--- config.mk ---
export PLATFORM = sky130hd
export DESIGN_NAME = chart_scheduler_flat
export DESIGN_NICKNAME = d
export VERILOG_FILES = /design/src/rtl/chart_scheduler_pkg.sv /design/src/rtl/chart_scheduler_if.sv /design/src/rtl/chart_scheduler_song_timer.sv /design/src/rtl/chart_scheduler.sv /design/src/flat_wrapper.sv
export SDC_FILE = /design/constraint.sdc
export NUM_CORES = 1
export LEC_CHECK = 0
export BUFFER_PORTS_ARGS = -buffer_cell sky130_fd_sc_hd__buf_2
export CORE_UTILIZATION = 50
export CTS_BUF_LIST = sky130_fd_sc_hd__clkbuf_4
export CTS_CLUSTER_SIZE = 12
export DETAILED_ROUTE_END_ITERATION = 16
export HOLD_SLACK_MARGIN = 0.06
export PLACE_DENSITY_LB_ADDON = 0.05
export SLEW_MARGIN = 20
export SYNTH_ARGS = -nofsm -noshare
export SYNTH_HDL_FRONTEND = slang
export SYNTH_HIERARCHICAL = 1
export SYNTH_SLANG_ARGS = --single-unit
--- constraint.sdc ---
create_clock -name Clk -period 3.8 [get_ports Clk]
set_input_delay 0.76 -clock Clk [delete_from_list [all_inputs] [get_ports Clk]]
set_output_delay 0.76 -clock Clk [all_outputs]
set_load 0.1 [all_outputs]
--- src/rtl/chart_scheduler_pkg.sv ---
`default_nettype none
// ============================================================================
// Module   : chart_pkg
// Brief    : Shared chart types, scheduler state encoding and default sizes.
// Revision : 1.0 - initial release
// ============================================================================
package chart_pkg;

    // Defaults shared with the lane engine and the VGA overlay
    localparam int c_time_w = 16;
    localparam int c_addr_w = 10;
    localparam int c_lanes  = 4;
    localparam int c_lead   = 60;

    typedef struct packed {
        logic [c_time_w-1:0] hit_time;
        logic [c_lanes-1:0]  lane_mask;
    } chart_entry_t;

    typedef enum logic [2:0] {
        S_IDLE  = 3'd0,
        S_FETCH = 3'd1,
        S_WAIT  = 3'd2,
        S_HOLD  = 3'd3,
        S_ISSUE = 3'd4,
        S_DONE  = 3'd5
    } sched_state_t;

endpackage
`default_nettype wire

--- src/rtl/chart_scheduler_if.sv ---
`default_nettype none
// ============================================================================
// Module   : chart_scheduler_if
// Brief    : Chart ROM port and spawn handshake between scheduler and lanes.
// Revision : 1.0 - initial release
// ============================================================================
interface chart_scheduler_if
    import chart_pkg::*;
#(
    parameter int TIME_W = c_time_w,
    parameter int ADDR_W = c_addr_w,
    parameter int LANES  = c_lanes
);
    logic [ADDR_W-1:0]       chart_addr;
    logic [TIME_W+LANES-1:0] chart_data;
    logic                    spawn_valid;
    logic [LANES-1:0]        spawn_lanes;
    logic [TIME_W-1:0]       spawn_time;
    logic                    spawn_ready;

    modport master (
        output chart_addr, spawn_valid, spawn_lanes, spawn_time,
        input  chart_data, spawn_ready
    );

    modport slave (
        input  chart_addr, spawn_valid, spawn_lanes, spawn_time,
        output chart_data, spawn_ready
    );
endinterface
`default_nettype wire

--- src/rtl/chart_scheduler_song_timer.sv ---
`default_nettype none
// ============================================================================
// Module   : song_timer
// Brief    : Saturating song-frame counter with enable and synchronous clear.
// Revision : 1.0 - initial release
// ============================================================================
module song_timer
    import chart_pkg::*;
#(
    parameter int TIME_W = c_time_w
) (
    input  wire logic              Clk,
    input  wire logic              Reset_n,
    input  wire logic              i_clr,
    input  wire logic              i_en,
    output logic [TIME_W-1:0]      o_count
);
    logic [TIME_W-1:0] r_count;

    always_ff @(posedge Clk or negedge Reset_n) begin
        if (!Reset_n) begin
            r_count <= '0;
        end else if (i_clr) begin
            r_count <= '0;
        end else if (i_en && !(&r_count)) begin
            r_count <= r_count + TIME_W'(1);
        end
    end

    assign o_count = r_count;
endmodule
`default_nettype wire

--- src/rtl/chart_scheduler.sv ---
`default_nettype none
// ============================================================================
// Module   : chart_scheduler
// Brief    : Walks the note chart ROM and issues lane spawns LEAD frames early.
// Revision : 1.0 - initial release
// ============================================================================
module chart_scheduler
    import chart_pkg::*;
#(
    parameter int TIME_W = c_time_w,
    parameter int ADDR_W = c_addr_w,
    parameter int LANES  = c_lanes,
    parameter int LEAD   = c_lead
) (
    input  wire logic          Clk,
    input  wire logic          Reset_n,
    input  wire logic          start,
    input  wire logic          pause,
    input  wire logic          frame_tick,
    chart_scheduler_if.master  bus,
    output logic [TIME_W-1:0]  song_time,
    output logic               busy,
    output logic               done
);
    typedef struct packed {
        logic [TIME_W-1:0] hit_time;
        logic [LANES-1:0]  lane_mask;
    } entry_t;

    sched_state_t      r_state;
    sched_state_t      w_state_nxt;
    entry_t            r_entry;
    entry_t            w_rom_entry;
    logic [ADDR_W-1:0] r_addr;
    logic [ADDR_W-1:0] w_addr_nxt;
    logic              r_spawn_valid;
    logic [LANES-1:0]  r_spawn_lanes;
    logic [TIME_W-1:0] r_spawn_time;
    logic              r_busy;
    logic              r_done;
    logic [TIME_W:0]   w_limit;
    logic              w_due;
    logic              w_accept;
    logic              w_time_en;

    assign w_rom_entry = bus.chart_data;

    // One extra bit keeps song_time + LEAD from wrapping near the end of time
    assign w_limit  = {1'b0, song_time} + (TIME_W+1)'(LEAD);
    assign w_due    = ({1'b0, r_entry.hit_time} <= w_limit);
    assign w_accept = r_spawn_valid && bus.spawn_ready;

    assign w_time_en = frame_tick && !pause && (r_state != S_IDLE);

    song_timer #(
        .TIME_W (TIME_W)
    ) u_song_timer (
        .Clk     (Clk),
        .Reset_n (Reset_n),
        .i_clr   (start),
        .i_en    (w_time_en),
        .o_count (song_time)
    );

    always_ff @(posedge Clk or negedge Reset_n) begin
        if (!Reset_n) begin
            r_state <= S_IDLE;
        end else begin
            r_state <= w_state_nxt;
        end
    end

    always_comb begin
        w_state_nxt = r_state;
        w_addr_nxt  = r_addr;
        if (start) begin
            w_state_nxt = S_FETCH;
            w_addr_nxt  = '0;
        end else begin
            case (r_state)
                S_FETCH: w_state_nxt = S_WAIT;
                S_WAIT:  w_state_nxt = (w_rom_entry.lane_mask == '0) ? S_DONE : S_HOLD;
                S_HOLD:  if (w_due) w_state_nxt = S_ISSUE;
                S_ISSUE: begin
                    if (w_accept) begin
                        if (&r_addr) begin
                            w_state_nxt = S_DONE;
                        end else begin
                            w_state_nxt = S_FETCH;
                            w_addr_nxt  = r_addr + ADDR_W'(1);
                        end
                    end
                end
                default: w_state_nxt = r_state;
            endcase
        end
    end

    // Outputs are registered from the next state so they change with it
    always_ff @(posedge Clk or negedge Reset_n) begin
        if (!Reset_n) begin
            r_addr        <= '0;
            r_entry       <= '0;
            r_spawn_valid <= 1'b0;
            r_spawn_lanes <= '0;
            r_spawn_time  <= '0;
            r_busy        <= 1'b0;
            r_done        <= 1'b0;
        end else begin
            r_addr        <= w_addr_nxt;
            r_spawn_valid <= (w_state_nxt == S_ISSUE);
            r_busy        <= (w_state_nxt != S_IDLE) && (w_state_nxt != S_DONE);
            r_done        <= (w_state_nxt == S_DONE);
            if (r_state == S_WAIT) begin
                r_entry <= w_rom_entry;
            end
            if ((r_state == S_HOLD) && (w_state_nxt == S_ISSUE)) begin
                r_spawn_lanes <= r_entry.lane_mask;
                r_spawn_time  <= r_entry.hit_time;
            end
        end
    end

    assign bus.chart_addr  = r_addr;
    assign bus.spawn_valid = r_spawn_valid;
    assign bus.spawn_lanes = r_spawn_lanes;
    assign bus.spawn_time  = r_spawn_time;
    assign busy            = r_busy;
    assign done            = r_done;
endmodule
`default_nettype wire
--- src/flat_wrapper.sv ---
// flat-port wrapper written by rule: the top's interface ports become plain ports
module chart_scheduler_flat import chart_pkg::*;
#(
    parameter int TIME_W = c_time_w,
    parameter int ADDR_W = c_addr_w,
    parameter int LANES  = c_lanes,
    parameter int LEAD   = c_lead
)
  (Clk, Reset_n, start, pause, frame_tick, song_time, busy, done, bus_chart_addr, bus_spawn_valid, bus_spawn_lanes, bus_spawn_time, bus_chart_data, bus_spawn_ready);
  chart_scheduler_if #(.TIME_W(TIME_W), .ADDR_W(ADDR_W), .LANES(LANES)) bus_i ();
  input  wire logic Clk;
  input  wire logic Reset_n;
  input  wire logic start;
  input  wire logic pause;
  input  wire logic frame_tick;
  output logic [TIME_W-1:0] song_time;
  output logic busy;
  output logic done;
  output wire logic [$bits(bus_i.chart_addr)-1:0] bus_chart_addr;
  output wire logic [$bits(bus_i.spawn_valid)-1:0] bus_spawn_valid;
  output wire logic [$bits(bus_i.spawn_lanes)-1:0] bus_spawn_lanes;
  output wire logic [$bits(bus_i.spawn_time)-1:0] bus_spawn_time;
  input wire logic [$bits(bus_i.chart_data)-1:0] bus_chart_data;
  input wire logic [$bits(bus_i.spawn_ready)-1:0] bus_spawn_ready;
  assign bus_chart_addr = bus_i.chart_addr;
  assign bus_spawn_valid = bus_i.spawn_valid;
  assign bus_spawn_lanes = bus_i.spawn_lanes;
  assign bus_spawn_time = bus_i.spawn_time;
  assign bus_i.chart_data = bus_chart_data;
  assign bus_i.spawn_ready = bus_spawn_ready;
  chart_scheduler #(.TIME_W(TIME_W), .ADDR_W(ADDR_W), .LANES(LANES), .LEAD(LEAD)) u_core (.Clk(Clk), .Reset_n(Reset_n), .start(start), .pause(pause), .frame_tick(frame_tick), .bus(bus_i), .song_time(song_time), .busy(busy), .done(done));
endmodule
==> flow_metrics.py <==
metrics = {
    "setup_path": {
        "rr_startpoint": "u_core/u_song_timer/o_count[8]$_DFFE_PN0P_",
        "r2r_setup_slack_ns": 0.48,
        "crit_path_start": "u_core/u_song_timer/o_count[8]$_DFFE_PN0P_",
        "start_kind": "flop",
        "cpMostUsedCell": "nand3_1",
        "worstPathCellList": "and3_1 -> and4_1 -> nand3_1 -> xor2_1 -> ha_1 -> nand3_1 -> nor4_1 -> a41o_1 -> a21oi_4 -> nor3_4 -> buf_4 -> mux2_4",
        "crit_arrival_ns": 3.62,
        "cp-end-kind": "flop",
        "endpoint": "u_core/bus.spawn_lanes[2]$_DFFE_PN0P_",
        "cpMaxStageDelayCell": "dfrtp_1",
        "cp_max_fo": 13,
        "reg2reg_depth": 12,
        "crit_type": "reg -> reg",
        "r2r-end": "u_core/bus.spawn_lanes[2]$_DFFE_PN0P_",
        "cp_data_required_time_ns": 4.10,
        "crit_path_max_incr_delay_ns": 0.61,
    },
    "logic_synthesis": {
        "synth-compound-area-share_pct": 8.69,
        "ys_async_sr_fraction_pct": 100,
        "yosysSeqAreaShare_pct": 46.0,
        "synthAdderAreaFrac_pct": 6.07,
        "syn-mean-instance-area_um2": 11.2,
        "synth_cells": 351,
        "ys_ff_latch": 72,
        "synth_edf_count": 0,
        "synth.area.mux_share_pct": 14.6,
        "synthFlopType": "dfrtp_1",
        "ys_types": 51,
        "ys_warn_count": 6,
        "synth_area_mm2": 0.00392,
        "synth-simple-area-share_pct": 17.2,
        "synth_top_family_by_area": "simple AND/OR/NAND/NOR gates",
        "syn-num-nets": 396,
        "synth_xor_area_share_pct": 4.92,
    },
    "global_route": {
        "overflow": 0,
        "grt_pass1_vias": 2946,
        "grt_pass1_wl_mm": 14.0,
        "grt_max_degree": 37,
        "grt_use_total_pct": 21.5,
        "antenna_found_initial": 0,
    },
    "finish": {
        "finalInstanceArea_mm2": 0.00454,
        "fin_cells": 531,
        "fillers": 659,
        "most-common-layout-cells": "buf_2 (74), dfrtp_1 (72), nor2_1 (25), nand2_1 (21), mux2_4 (21)",
        "n_antenna_cell": 0,
        "final_common_cell": "buf_2",
        "area_growth_pct": 15.9,
        "finish.utilization_pct": 61.3,
        "nets": 473,
        "drive_above_1_share_pct": 31.0,
    },
    "drt": {
        "num_vias": 2938,
        "wl_per_cell_um": 15.5,
        "vias_per_cell": 5.53,
        "drc": 0,
        "ant_nets": 0,
        "finalWirelength_mm": 8.22,
        "drt_pass1_iterations": 4,
        "drtIter0Drc": 97,
    },
    "die": {
        "start_util_pct": 52.8,
        "io_pins": 75,
        "chipHeight_um": 90.5,
        "dieArea_mm2": 0.00819,
        "die_w_um": 90.5,
        "num_rows": 31,
        "core-area_mm2": 0.00741,
    },
    "timing": {
        "fin_crit_sh_pct": 87.4,
        "max-slew-margin-rel_pct": 54.5,
        "hold_violations": 0,
        "worstMarginPinSlew_ns": 0.683,
        "fin_worst_skew_ns": 0.0188,
        "slew_viol_final": 0,
        "rsz0062_at_grt": "no",
        "post-route-min-period_ns": 3.32,
        "hold_slack_ns": 0.372,
        "tns_ns": 0,
        "fmax_ghz": 0.301,
        "setup_violations": 0,
    },
    "hold_path": {
        "hp-class": "in -> async",
    },
    "placement": {
        "place.gp.congestion": 0.908,
        "hpwlAfterDp_mm": 6.01,
        "placed_cell_area_mm2": 0.00439,
        "dp_cells": 516,
        "io_buffers": 74,
    },
    "run": {
        "drv_cap": 0,
    },
    "outcome": {
        "status": "finished clean",
    },
    "power": {
        "peakVddDrop_mv": 0.402,
        "p_leak_nw": 2.16,
        "powerDensity_mw_per_mm2": 742,
    },
    "cts": {
        "post_cts_buffers": 0,
        "numClockSinks": 72,
        "h-tree-depth": 3,
        "numCtsBuffers": 9,
        "clockBufferDepth": 2,
        "post_cts_resized": 0,
        "clock_latency_ns": 0.42,
        "cts_root_buf": "clkbuf_4",
        "cts_tree": "built",
        "clk_pin_slew_ns": 0.13,
        "cts-hold-fix-buffers": 0,
    },
}
registers in the layout (all words and copies together), names as in the netlist:
| name | count |
|---|---|
| u_core/bus.chart_addr | 10 |
| u_core/bus.spawn_lanes | 4 |
| u_core/bus.spawn_time | 16 |
| u_core/bus.spawn_valid | 1 |
| u_core/busy | 1 |
| u_core/done | 1 |
| u_core/r_entry | 20 |
| u_core/r_state | 3 |
| u_core/u_song_timer/o_count | 16 |
Yosys cell counts (2+ instances only):
cell	n	area, um^2
dfrtp_1	72	1800
nor2_1	25	93.8
mux2_4	21	315
nand2_1	21	78.8
ha_1	19	238
a21oi_1	18	90.1
xor2_1	16	140
nand3_1	13	65.1
mux2_1	11	124
clkbuf_1	9	33.8
mux2_2	9	101
nand4_1	9	56.3
o21ai_0	9	45.0
and3_1	8	50.1
nor3_1	8	40.0
inv_1	7	26.3
nand2b_1	6	37.5
xnor2_1	6	52.6
nor2b_1	5	31.3
and2_1	4	25.0
o21ai_1	4	20.0
or3_1	4	25.0
a21o_1	3	22.5
a31oi_1	3	18.8
and4_1	3	26.3
buf_6	3	33.8
mux2i_1	3	30.0
o31ai_1	3	22.5
or4_1	3	22.5
a211oi_1	2	15.0
nor3b_1	2	15.0
nor4_1	2	12.5
o211ai_1	2	15.0
worst max-delay path: cells and delay by family (launching register included):
kind	cells	cell delay [ns]
adders and majority gates	1	0.31
AOI/OAI and AO/OA	2	0.26
and+or+nand+nor	6	1.24
muxes	1	0.32
buffers and inverters	1	0.29
DFF	1	0.61
xor gates and xnor gates	1	0.17
cells by family (layout without fill, tap and decap cells):
group,after synthesis,in the layout
AND/OR/NAND/NOR,121,121
flip-flops,72,72
AO/OA/AOI/OAI,53,53
multiplexers,44,44
XOR/XNOR,22,22
buffers and inverters,20,101
adder cells (fa/ha/maj),19,19
power by group:
group | leakage (nW) | switching (mW) | total [mW] | internal (mW)
Sequential | 0.926 | 0.187 | 1.18 | 0.995
Clock | 0.0794 | 0.269 | 0.530 | 0.261
Combinational | 1.15 | 1.16 | 1.65 | 0.493
Total | 2.16 | 1.62 | 3.37 | 1.75
worst min-delay path by stage:
stage | slack [ns] | startpoint | cells past startpoint | endpoint
floorplan | 0.46 | Reset_n | 0 | u_core/bus.chart_addr[0]$_DFFE_PN0P_
global placement | 0.48 | u_core/r_entry[2]$_DFFE_PN0P_ | 1 | u_core/bus.spawn_lanes[2]$_DFFE_PN0P_
detailed placement | 0.49 | u_core/r_entry[3]$_DFFE_PN0P_ | 1 | u_core/bus.spawn_lanes[3]$_DFFE_PN0P_
CTS | 0.38 | Reset_n | 1 | u_core/r_entry[12]$_DFFE_PN0P_
global route | 0.42 | Reset_n | 1 | u_core/r_entry[12]$_DFFE_PN0P_
finish | 0.37 | Reset_n | 1 | u_core/r_entry[12]$_DFFE_PN0P_
per-layer routing:
| layer | track usage [%] | part of all wire (%) | up-vias | routed length, um |
|---|---|---|---|---|
| met1 | 27.8 | 47 | 1440 | 3870 |
| li1 | - | - | 1419 | - |
| met4 | 8.47 | 1.8 | 0 | 147 |
| met5 | 0 | 0 | - | 0 |
| met2 | 35.8 | 48 | 67 | 3920 |
| met3 | 3.79 | 3.4 | 12 | 280 |
area by class of cell:
| class | count | area (um^2) | area share (%) |
|---|---|---|---|
| inverter | 7 | 26.3 | 0.579 |
| multi-input combinational | 259 | 2030 | 44.6 |
| clock buffer | 9 | 67.6 | 1.49 |
| tap | 99 | 124 | 2.73 |
| timing repair buffer | 79 | 408 | 8.99 |
| clock inverter | 6 | 85.1 | 1.87 |
| sequential | 72 | 1800 | 39.7 |
per-stage QoR:
stage	power [mW]	worst slack, ns
2_1_floorplan	2.55	0.116
3_3_place_gp	2.83	0.572
3_5_place_dp	2.86	0.536
4_1_cts	3.40	0.491
5_1_grt	3.55	0.270
6_report	3.37	0.480
Power figures use the tool's default switching activity.
